--- config.mk ---
export PLATFORM = sky130hd
export DESIGN_NAME = paddle_update_sched
export DESIGN_NICKNAME = d
export VERILOG_FILES = /design/src/rtl/paddle_update_sched.sv
export SDC_FILE = /design/constraint.sdc
export NUM_CORES = 1
export LEC_CHECK = 0
export CORE_MARGIN = 2
export CORE_UTILIZATION = 40
export CTS_CLUSTER_DIAMETER = 100
export DETAILED_ROUTE_END_ITERATION = 10
export HOLD_SLACK_MARGIN = 0.05
export PLACE_DENSITY = 0.79
export SLEW_MARGIN = 20
export SYNTH_ARGS = -nofsm -noshare
export SYNTH_HDL_FRONTEND = slang
export SYNTH_SLANG_ARGS = --single-unit
--- constraint.sdc ---
create_clock -name CLK -period 1.6 [get_ports CLK]
set_clock_uncertainty 0.1 [all_clocks]
set_input_delay 0.32 -clock CLK [delete_from_list [all_inputs] [get_ports CLK]]
set_output_delay 0.32 -clock CLK [all_outputs]
set_load 0.01 [all_outputs]
--- src/rtl/paddle_update_sched.sv ---
// Paddle update scheduler: buffers one clamped Y per player and hands updates
// to the shared bar port only during vertical blanking, round-robin between players.
module paddle_update_sched #(
   parameter int unsigned Y_MAX = 420,
   parameter int unsigned OVF_W = 8
) (
   input  logic             CLK,
   input  logic             resentinho,
   input  logic             frame_blank,
   input  logic             game_en,
   input  logic             req1,
   input  logic             req2,
   input  logic [8:0]       y1,
   input  logic [8:0]       y2,
   output logic             ack1,
   output logic             ack2,
   output logic             upd_valid,
   output logic             upd_sel,
   output logic [8:0]       upd_y,
   input  logic             upd_ready,
   output logic [OVF_W-1:0] ovf1,
   output logic [OVF_W-1:0] ovf2,
   output logic             fsm_state
);

   localparam logic [0:0] IDLE  = 1'b0;
   localparam logic [0:0] OFFER = 1'b1;

   localparam logic [8:0]       Y_LIM   = 9'(Y_MAX);
   localparam logic [OVF_W-1:0] OVF_MAX = '1;
   localparam logic [OVF_W-1:0] OVF_ONE = OVF_W'(1);

   logic [1:0]  rst_pipe;
   logic        rst_n;
   logic [0:0]  state;
   logic        rr;
   logic        v1, v2;
   logic [8:0]  s1, s2;
   logic        cap1, cap2;
   logic [8:0]  cy1, cy2;
   logic        grant, gsel, gnt1, gnt2;

   // Assertion is immediate; release is delayed two edges so it lands cleanly on CLK.
   always_ff @(posedge CLK or negedge resentinho) begin
      if (!resentinho) rst_pipe <= 2'b00;
      else             rst_pipe <= {rst_pipe[0], 1'b1};
   end
   assign rst_n = rst_pipe[1];

   assign fsm_state = state;

   always_comb begin
      cap1  = req1 & game_en;
      cap2  = req2 & game_en;
      cy1   = (y1 > Y_LIM) ? Y_LIM : y1;
      cy2   = (y2 > Y_LIM) ? Y_LIM : y2;
      grant = (state == IDLE) & frame_blank & game_en & (v1 | v2);
      gsel  = (v1 & v2) ? rr : v2;
      gnt1  = grant & ~gsel;
      gnt2  = grant & gsel;
   end

   // A capture in the same cycle as a grant wins the slot; the grant ships the old value.
   always_ff @(posedge CLK or negedge rst_n) begin
      if (!rst_n) begin
         v1   <= 1'b0;
         s1   <= '0;
         ovf1 <= '0;
         ack1 <= 1'b0;
      end else begin
         ack1 <= cap1;
         if (cap1 && v1 && !gnt1 && ovf1 != OVF_MAX) ovf1 <= ovf1 + OVF_ONE;
         if (!game_en) begin
            v1 <= 1'b0;
         end else if (cap1) begin
            v1 <= 1'b1;
            s1 <= cy1;
         end else if (gnt1) begin
            v1 <= 1'b0;
         end
      end
   end

   always_ff @(posedge CLK or negedge rst_n) begin
      if (!rst_n) begin
         v2   <= 1'b0;
         s2   <= '0;
         ovf2 <= '0;
         ack2 <= 1'b0;
      end else begin
         ack2 <= cap2;
         if (cap2 && v2 && !gnt2 && ovf2 != OVF_MAX) ovf2 <= ovf2 + OVF_ONE;
         if (!game_en) begin
            v2 <= 1'b0;
         end else if (cap2) begin
            v2 <= 1'b1;
            s2 <= cy2;
         end else if (gnt2) begin
            v2 <= 1'b0;
         end
      end
   end

   // Bar port: once upd_valid rises, upd_sel/upd_y hold until the cycle where
   // upd_valid & upd_ready are both high; that cycle is the transfer.
   always_ff @(posedge CLK or negedge rst_n) begin
      if (!rst_n) begin
         state     <= IDLE;
         rr        <= 1'b0;
         upd_valid <= 1'b0;
         upd_sel   <= 1'b0;
         upd_y     <= '0;
      end else begin
         case (state)
            IDLE: begin
               if (grant) begin
                  upd_valid <= 1'b1;
                  upd_sel   <= gsel;
                  upd_y     <= gsel ? s2 : s1;
                  state     <= OFFER;
               end
            end
            OFFER: begin
               if (upd_ready) begin
                  upd_valid <= 1'b0;
                  rr        <= ~rr;
                  state     <= IDLE;
               end
            end
            default: state <= IDLE;
         endcase
      end
   end

endmodule

==> results of run 1 <==
[critical path, cell delays in order, from the launching register on]
cell and delay (ps):
dfrtp_1 390, buf_4 160, dlygate4sd2_1 280
[path summary, 6_finish.rpt]
kind,slack [ps],depth (start not counted),to,startpoint
max in group asynchronous,1000,1,v2$_DFFE_PN0P_,rst_pipe[1]$_DFF_PN0_
setup reg to reg,60,5,ovf1[1]$_DFFE_PN0P_,ovf1[1]$_DFFE_PN0P_
min in group CLK,260,0,rst_pipe[1]$_DFF_PN0_,rst_pipe[0]$_DFF_PN0_
setup / recovery,50,2,ovf2[3],ovf2[3]$_DFFE_PN0P_
hold / removal,70,1,rst_pipe[1]$_DFF_PN0_,resentinho
hold reg to reg,140,1,ack2$_DFF_PN0_,rst_pipe[1]$_DFF_PN0_
[what timing repair did]
item	in CTS	in global routing
gates cloned	0	1
pin swaps	8	9
setup endpoints to repair	48	21
buffers inserted	9	0
gates resized for setup	43	19
[cells in the final DEF, fill, tap and decap left out, types with 3 or more instances in the layout]
master / count
o21ai_0: 6
mux2_2: 7
a222oi_1: 9
inv_1: 13
a21oi_1: 4
dlymetal6s2s_1: 4
nand2_1: 20
o211ai_1: 3
xnor2_1: 6
a22o_1: 6
o22a_1: 4
nand3_1: 6
xor2_1: 7
nand4_1: 4
clkdlybuf4s50_1: 16
and4_1: 3
dlygate4sd2_1: 32
dfrtp_1: 50
buf_4: 40
dfrtp_2: 3
clkbuf_8: 5
[sequential cells by signal, indices dropped and copies added, names as in the netlist]
signal     count
rr             1
v1             1
upd_valid      1
s1             9
upd_y          9
fsm_state      1
v2             1
ovf1           8
ack2           1
ovf2           8
s2             9
rst_pipe       2
ack1           1
upd_sel        1
[through the flow]
step / total power, mW / setup WS (ps)
2_1_floorplan: 2.28 / -83.6
3_3_place_gp: 2.95 / -480
3_5_place_dp: 2.99 / -528
4_1_cts: 3.70 / 0.418
5_1_grt: 3.91 / -29.5
6_report: 3.69 / 52.5
[power by group]
group / total (mW) / internal [mW] / switching (mW)
Combinational: 1.17 / 0.636 / 0.534
Clock: 0.757 / 0.311 / 0.445
Sequential: 1.77 / 1.60 / 0.168
Total: 3.69 / 2.55 / 1.15
[layer usage]
layer	GRT usage [%]	vias to the layer above	part of all wire, %
li1	-	891	-
met1	22.2	922	41
met2	30.8	64	52
met3	3.73	13	4.6
met4	5.93	0	2.1
met5	0	-	0
[cells by family (layout without fill, tap and decap cells)]
group / count (synthesis) / in the layout / synth area share, %
adder cells (fa/ha/maj): 2 / 2 / 1.09
AO/OA/AOI/OAI: 42 / 42 / 16.0
buffers and inverters: 18 / 118 / 3.09
multiplexers: 7 / 7 / 3.42
XOR/XNOR: 13 / 13 / 4.94
other: 1 / 1 / 0.163
AND/OR/NAND/NOR: 54 / 54 / 13.7
flip-flops: 53 / 53 / 57.5
[cell type report]
cell class	count	area share [%]
multi-input cells	119	29.1
clock inverters	3	0.628
inverters	13	1.44
well taps	72	2.66
flip-flops and latches	53	39.3
repair buffers	97	24.9
clock buffers	5	2.03
==> results.py, run 1 <==
metrics = {
    "outcome": {
        "status": "completed",
    },
    "pwr": {
        "p_leak_nw": 1.68,
        "ir_drop_uv": 684,
        "power_density_nw_per_um2": 1090,
    },
    "critical_path": {
        "crit_path_start_kind": "flop",
        "arrival_ps": 1130,
        "worstPathMaxFanout": 5,
        "worstSetupPathType": "reg -> out",
        "required_ps": 1180,
        "critPathCaptureType": "output pin",
    },
    "drt": {
        "drtIter0Drc": 102,
        "postRouteAntennaNets": 0,
        "drc": 0,
        "via_per_inst": 5.22,
        "dr.pass1.iters": 5,
        "drt_wl_total_mm": 5.47,
        "routedWlPerCell_um": 15.1,
        "vias": 1890,
    },
    "clock_network": {
        "postCtsHoldBufs": 0,
        "cts.sinks": 53,
        "cts_max_level": 2,
        "clkLatencyLatePin_ps": 300,
        "cts_buffers": 5,
        "cts_tree": "yes",
        "cts.clk_slew.worst_paths_ps": 90,
        "root_buffer": "clkbuf_8",
        "cts_buffer_depth": 2,
    },
    "logic_synthesis": {
        "syn_area_um2": 2300,
        "ys_seq_area_share_pct": 57.5,
        "synth_ff_type": "dfrtp_1",
        "syn_avg_cell_area_um2": 12.1,
        "yosysTopAreaCell": "dfrtp_1",
        "synth_edf_count": 0,
        "synthTopCellsByArea": "dfrtp_1, a222oi_1, mux2_2, nand2_1, xor2_1",
        "ys_types": 37,
        "synthCells": 190,
        "yosysTopAreaCellShare_pct": 57.5,
        "ys_top_cells_by_count": "dfrtp_1, nand2_1, inv_1",
        "synth-seq-cells": 53,
        "synthMostInstantiatedCell": "dfrtp_1",
        "syn-num-nets": 217,
        "yosys_warnings": 0,
        "async_reset_ff_share_pct": 100,
    },
    "grt": {
        "grt_max_degree": 52,
        "grt_pass1_wl_mm": 8.81,
        "overflow": 0,
        "antenna_found_initial": 0,
        "grt_pass1_vias": 1934,
        "track_usage_pct": 17.8,
    },
    "sta": {
        "fin_crit_ps": 1550,
        "finalSetupTns_ps": 0,
        "setup_violations": 0,
        "slew_viol_final": 0,
        "rsz0062_at_grt": "yes",
        "fmax_mhz": 646,
        "holdWs_ps": 69.3,
        "hold_viol": 0,
        "post-route-period-util_pct": 96.7,
    },
    "place": {
        "place_hpwl_mm": 3.94,
        "gp_congestion": 0.832,
        "placed_cells": 345,
        "placed_area_um2": 3180,
        "port_buffers": 54,
    },
    "finish": {
        "register_area_um2": 1330,
        "nets": 316,
        "fillers": 494,
        "diodes": 0,
        "multi_input_area_um2": 983,
        "area.growth.synth_to_final_pct": 46.9,
        "final_util_pct": 61.1,
        "fin_area_um2": 3380,
        "layout-drive-gt1-share_pct": 28.6,
        "final_cells": 362,
    },
    "floorplanning": {
        "ios": 55,
        "die_h_um": 79.9,
        "core.rowCount": 27,
        "fp.dieArea_um2": 6380,
        "chipWidth_um": 79.9,
        "start_util_pct": 41.6,
        "core_um2": 5540,
    },
    "flow_run": {
        "drv_cap": 0,
    },
    "hold_path": {
        "hp-class": "in -> async",
    },
}
(Power assumes the default switching activity.)
==> run 2: changes to the inputs <==
PLACE_DENSITY = 0.77   (was 0.79)
==> run 2 against run 1 <==
Against the previous run:
- combinational power about the same
- critical path depth unchanged
- via count up 1.6%
- wire length is 4.1% lower
- die area unchanged
- critical path type unchanged
- cell count is 0.28% higher
- clock-buffer cell count grew 1
- worst hold slack barely moved
- total power decreased by 0.32%
- worst setup slack lost 6.4 ps
==> results.py, run 2 (synthesis results as in run 1) <==
metrics = {
    "pwr": {
        "ir_drop_uv": 582,
        "p_leak_nw": 1.68,
        "power_density_nw_per_um2": 1090,
    },
    "floorplanning": {
        "fp.dieArea_um2": 6380,
        "ios": 55,
        "die_h_um": 79.9,
        "core.rowCount": 27,
        "core_um2": 5540,
        "start_util_pct": 41.6,
        "chipWidth_um": 79.9,
    },
    "grt": {
        "antenna_found_initial": 0,
        "track_usage_pct": 17.8,
        "grt_pass1_vias": 1902,
        "grt_pass1_wl_mm": 8.78,
        "overflow": 0,
        "grt_max_degree": 30,
    },
    "sta": {
        "fin_crit_ps": 1550,
        "rsz0062_at_grt": "yes",
        "hold_viol": 0,
        "setup_slack_ps": 46.1,
        "fmax_mhz": 644,
        "slew_viol_final": 0,
        "finalSetupTns_ps": 0,
        "post-route-period-util_pct": 97.1,
        "setup_violations": 0,
    },
    "critical_path": {
        "critPathCaptureType": "output pin",
        "crit_path_start_kind": "flop",
        "required_ps": 1180,
        "reg2reg_depth": 4,
        "worstSetupPathType": "reg -> out",
        "regToRegSetupSlack_ps": 70,
        "arrival_ps": 1130,
        "worstPathMaxFanout": 3,
    },
    "finish": {
        "final_common_cell": "dfrtp_1",
        "nets": 317,
        "largestRegisters": "s1 (9), s2 (9), upd_y (9)",
        "area.growth.synth_to_final_pct": 46.3,
        "diodes": 0,
        "final_cells": 363,
        "multi_input_area_um2": 982,
        "layout-drive-gt1-share_pct": 26.8,
        "register_area_um2": 1330,
        "final_cell_mix": "dfrtp_1, buf_4, dlygate4sd2_1",
        "fillers": 479,
        "final_util_pct": 60.9,
    },
    "flow_run": {
        "drv_cap": 0,
    },
    "place": {
        "placed_cells": 348,
        "port_buffers": 54,
        "gp_congestion": 0.816,
        "pre_cts_slack_ps": -536,
        "place_hpwl_mm": 3.93,
    },
    "drt": {
        "via_per_inst": 5.29,
        "drt_wl_total_mm": 5.24,
        "routedWlPerCell_um": 14.4,
        "vias": 1920,
        "wl_met3_um": 365,
        "route.met2.wl_mm": 2.70,
        "drt-met1-wl_mm": 2.11,
        "drtIter0Drc": 141,
        "top_layer_used": "met4",
        "dr.pass1.iters": 7,
        "drc": 0,
        "postRouteAntennaNets": 0,
    },
    "hold_path": {
        "hp-class": "in -> async",
    },
    "clock_network": {
        "cts.clk_slew.worst_paths_ps": 90,
        "cts_buffer_depth": 2,
        "cts_buffers": 5,
        "root_buffer": "clkbuf_8",
        "cts_tree": "yes",
        "clkLatencyLatePin_ps": 300,
        "cts_max_level": 2,
        "cts.sinks": 53,
    },
    "outcome": {
        "status": "completed",
    },
}
-- run 2: cell types whose count changed in the layout (fill, tap and decap cells not counted), sizes merged --
cell,previous run,this run
buf,43,44
clkinv,1,2
clkinvlp,1,0
dlygate4sd2,32,34
dlymetal6s2s,4,3
inv,14,13
-- run 2: repair_timing --
action,in CTS,in global routing
hold buffers,0,0
endpoints found under the setup margin,49,17
setup buffers,7,0
resized for setup,45,11
pin swaps,7,6
-- run 2: metrics by stage --
step	area, µm²	hold WS, ps	power, mW
after detailed placement	3190	157	2.99
after global placement	3190	160	2.95
after global routing	3370	62.0	3.91
after CTS	3320	62.7	3.68
final	3370	68.9	3.68
after floorplan	2310	-75.6	2.28
-- run 2: cell type report --
type | count | area share, %
clock buffer | 6 | 2.15
inverter | 13 | 1.45
tap | 72 | 2.67
timing repair buffer | 98 | 24.9
sequential | 53 | 39.4
clock inverter | 2 | 0.297
multi-input combinational | 119 | 29.1
-- run 2: report_power, final --
group	internal, mW	switching [mW]	total, mW
registers	1.60	0.159	1.76
logic	0.649	0.549	1.20
clock network	0.304	0.423	0.727
-- run 2: critical path, cell delays in order (launching register included) --
cell and delay, ps:
dfrtp_1 430, buf_4 160, clkdlybuf4s15_1 240
-- run 2: routing by layer --
metal / vias up / global-route usage (%)
met5: - / 0
met2: 69 / 30.0
li1: 896 / -
met1: 947 / 22.5
met4: 0 / 6.44
met3: 8 / 3.85
-- run 2: final timing paths --
check / startpoint / end
min in group CLK: rst_pipe[0]$_DFF_PN0_ / rst_pipe[1]$_DFF_PN0_
setup / recovery: fsm_state$_DFF_PN0_ / fsm_state
setup reg to reg: ovf2[6]$_DFFE_PN0P_ / ovf2[1]$_DFFE_PN0P_
max in group asynchronous: rst_pipe[1]$_DFF_PN0_ / s1[0]$_DFFE_PN0P_
hold reg to reg: rst_pipe[1]$_DFF_PN0_ / upd_y[0]$_DFFE_PN0P_
hold / removal: resentinho / rst_pipe[0]$_DFF_PN0_
==> run 3: changes to the inputs <==
ABC_CLOCK_PERIOD_IN_PS = 1600   (was unset)
CORE_ASPECT_RATIO = 1.4   (was unset)
==> run 3 against run 2 <==
Against the previous run:
- via count rose by 0.16%
- worst hold slack got worse by 5.4 ps
- wire length rose by 6.4%
- critical endpoint is now ovf2[4]$_DFFE_PN0P_
- worst setup slack got worse by 9.9 ps
==> results.py, run 3 (synthesis results as in run 1) <==
metrics = {
    "sta": {
        "setup_slack_ps": 36.2,
        "hold_viol": 0,
        "slew_viol_final": 0,
        "fmax_mhz": 639,
        "finalSetupTns_ps": 0,
        "fin_crit_ps": 1560,
        "post-route-period-util_pct": 97.7,
        "rsz0062_at_grt": "yes",
        "setup_violations": 0,
    },
    "pwr": {
        "p_leak_nw": 1.74,
        "ir_drop_uv": 928,
        "power_density_nw_per_um2": 1130,
    },
    "drt": {
        "dr.pass1.iters": 6,
        "drtIter0Drc": 109,
        "routedWlPerCell_um": 15.1,
        "postRouteAntennaNets": 0,
        "vias": 1923,
        "drt_wl_total_mm": 5.58,
        "via_per_inst": 5.21,
        "drc": 0,
    },
    "place": {
        "place_hpwl_mm": 4.03,
        "gp_congestion": 0.815,
        "port_buffers": 54,
        "pre_cts_slack_ps": -519,
    },
    "grt": {
        "antenna_found_initial": 0,
        "grt_pass1_vias": 1959,
        "grt_pass1_wl_mm": 8.89,
        "grt_max_degree": 52,
        "overflow": 0,
        "track_usage_pct": 18.7,
    },
    "clock_network": {
        "clkLatencyLatePin_ps": 310,
        "cts_tree": "yes",
        "postCtsHoldBufs": 0,
        "cts_max_level": 2,
        "cts_buffers": 5,
        "cts.clk_slew.worst_paths_ps": 100,
        "root_buffer": "clkbuf_8",
        "cts.sinks": 53,
        "cts_buffer_depth": 2,
    },
    "critical_path": {
        "required_ps": 1740,
        "worstPathMaxFanout": 5,
        "crit_path_start_kind": "flop",
        "worstSetupPathType": "reg -> reg",
        "arrival_ps": 1700,
        "cp-startpoint": "rr$_DFFE_PN0P_",
        "critPathCaptureType": "flop",
        "r2r-start": "rr$_DFFE_PN0P_",
    },
    "finish": {
        "largestRegisters": "s1 (9), s2 (9), upd_y (9)",
        "nets": 327,
        "fillers": 471,
        "final_cell_mix": "dfrtp_1, buf_4, dlygate4sd2_1",
        "register_area_um2": 1330,
        "layout-drive-gt1-share_pct": 29.9,
        "diodes": 0,
        "area.growth.synth_to_final_pct": 51.8,
        "multi_input_area_um2": 986,
    },
    "floorplanning": {
        "core.rowCount": 32,
        "fp.dieArea_um2": 6390,
        "core_um2": 5530,
        "ios": 55,
        "chipWidth_um": 68.2,
        "start_util_pct": 41.7,
        "die_h_um": 93.8,
    },
    "outcome": {
        "status": "completed",
    },
    "flow_run": {
        "drv_cap": 0,
    },
    "hold_path": {
        "hp-class": "in -> async",
    },
}
-- run 3: final cells by class --
cell class	instances	share of cell area [%]
clock buffers	6	2.36
clock inverters	2	1.07
inverters	13	1.39
multi-input cells	119	28.2
flip-flops and latches	53	38.0
well taps	68	2.43
repair buffers	108	26.6
-- run 3: power by group --
group | leakage (nW) | switching [mW] | internal [mW]
Sequential | 0.662 | 0.166 | 1.60
Clock | 0.0574 | 0.447 | 0.509
Combinational | 1.02 | 0.552 | 0.673
-- run 3: stage by stage --
stage	instances	utilization [%]	hold WS, ps	power [mW]	instance area [µm²]
after floorplan	190	-	-75.6	2.28	2310
after global placement	350	58.8	160	2.98	3250
after detailed placement	350	58.8	162	3.02	3250
after CTS	365	61.7	57.4	3.92	3410
after global routing	369	63.3	53.7	4.16	3500
final	369	63.3	63.5	3.95	3500
-- run 3: metal layers --
layer | GRT usage, % | vias to the layer above | part of all wire [%]
met3 | 3.72 | 5 | 4.4
met1 | 22.1 | 952 | 38
li1 | - | 922 | -
met5 | 0 | - | 0
met2 | 33.3 | 44 | 57
met4 | 5.50 | 0 | 1.0
-- run 3: path summary, 6_finish.rpt --
| kind | endpoint | slack, ps | cells past startpoint |
|---|---|---|---|
| max | ovf2[4]$_DFFE_PN0P_ | 40 | 5 |
| max in group asynchronous | v2$_DFFE_PN0P_ | 1000 | 1 |
| max reg2reg | ovf2[4]$_DFFE_PN0P_ | 40 | 5 |
| min reg2reg | ack1$_DFF_PN0_ | 150 | 1 |
| min | rst_pipe[1]$_DFF_PN0_ | 60 | 1 |
| min in group CLK | rst_pipe[1]$_DFF_PN0_ | 260 | 0 |
-- run 3: repair_timing --
action | CTS | global route
resized for setup | 44 | 18
pin swaps | 9 | 8
setup buffers | 7 | 3
endpoints found under the setup margin | 48 | 29
gates cloned | 0 | 1
-- run 3: critical path, cell delays in order (launching register included) --
cell and delay (ps):
dfrtp_1 390, and2b_2 250, o2111ai_4 170, buf_6 190
nor3_1 230, xor2_1 170
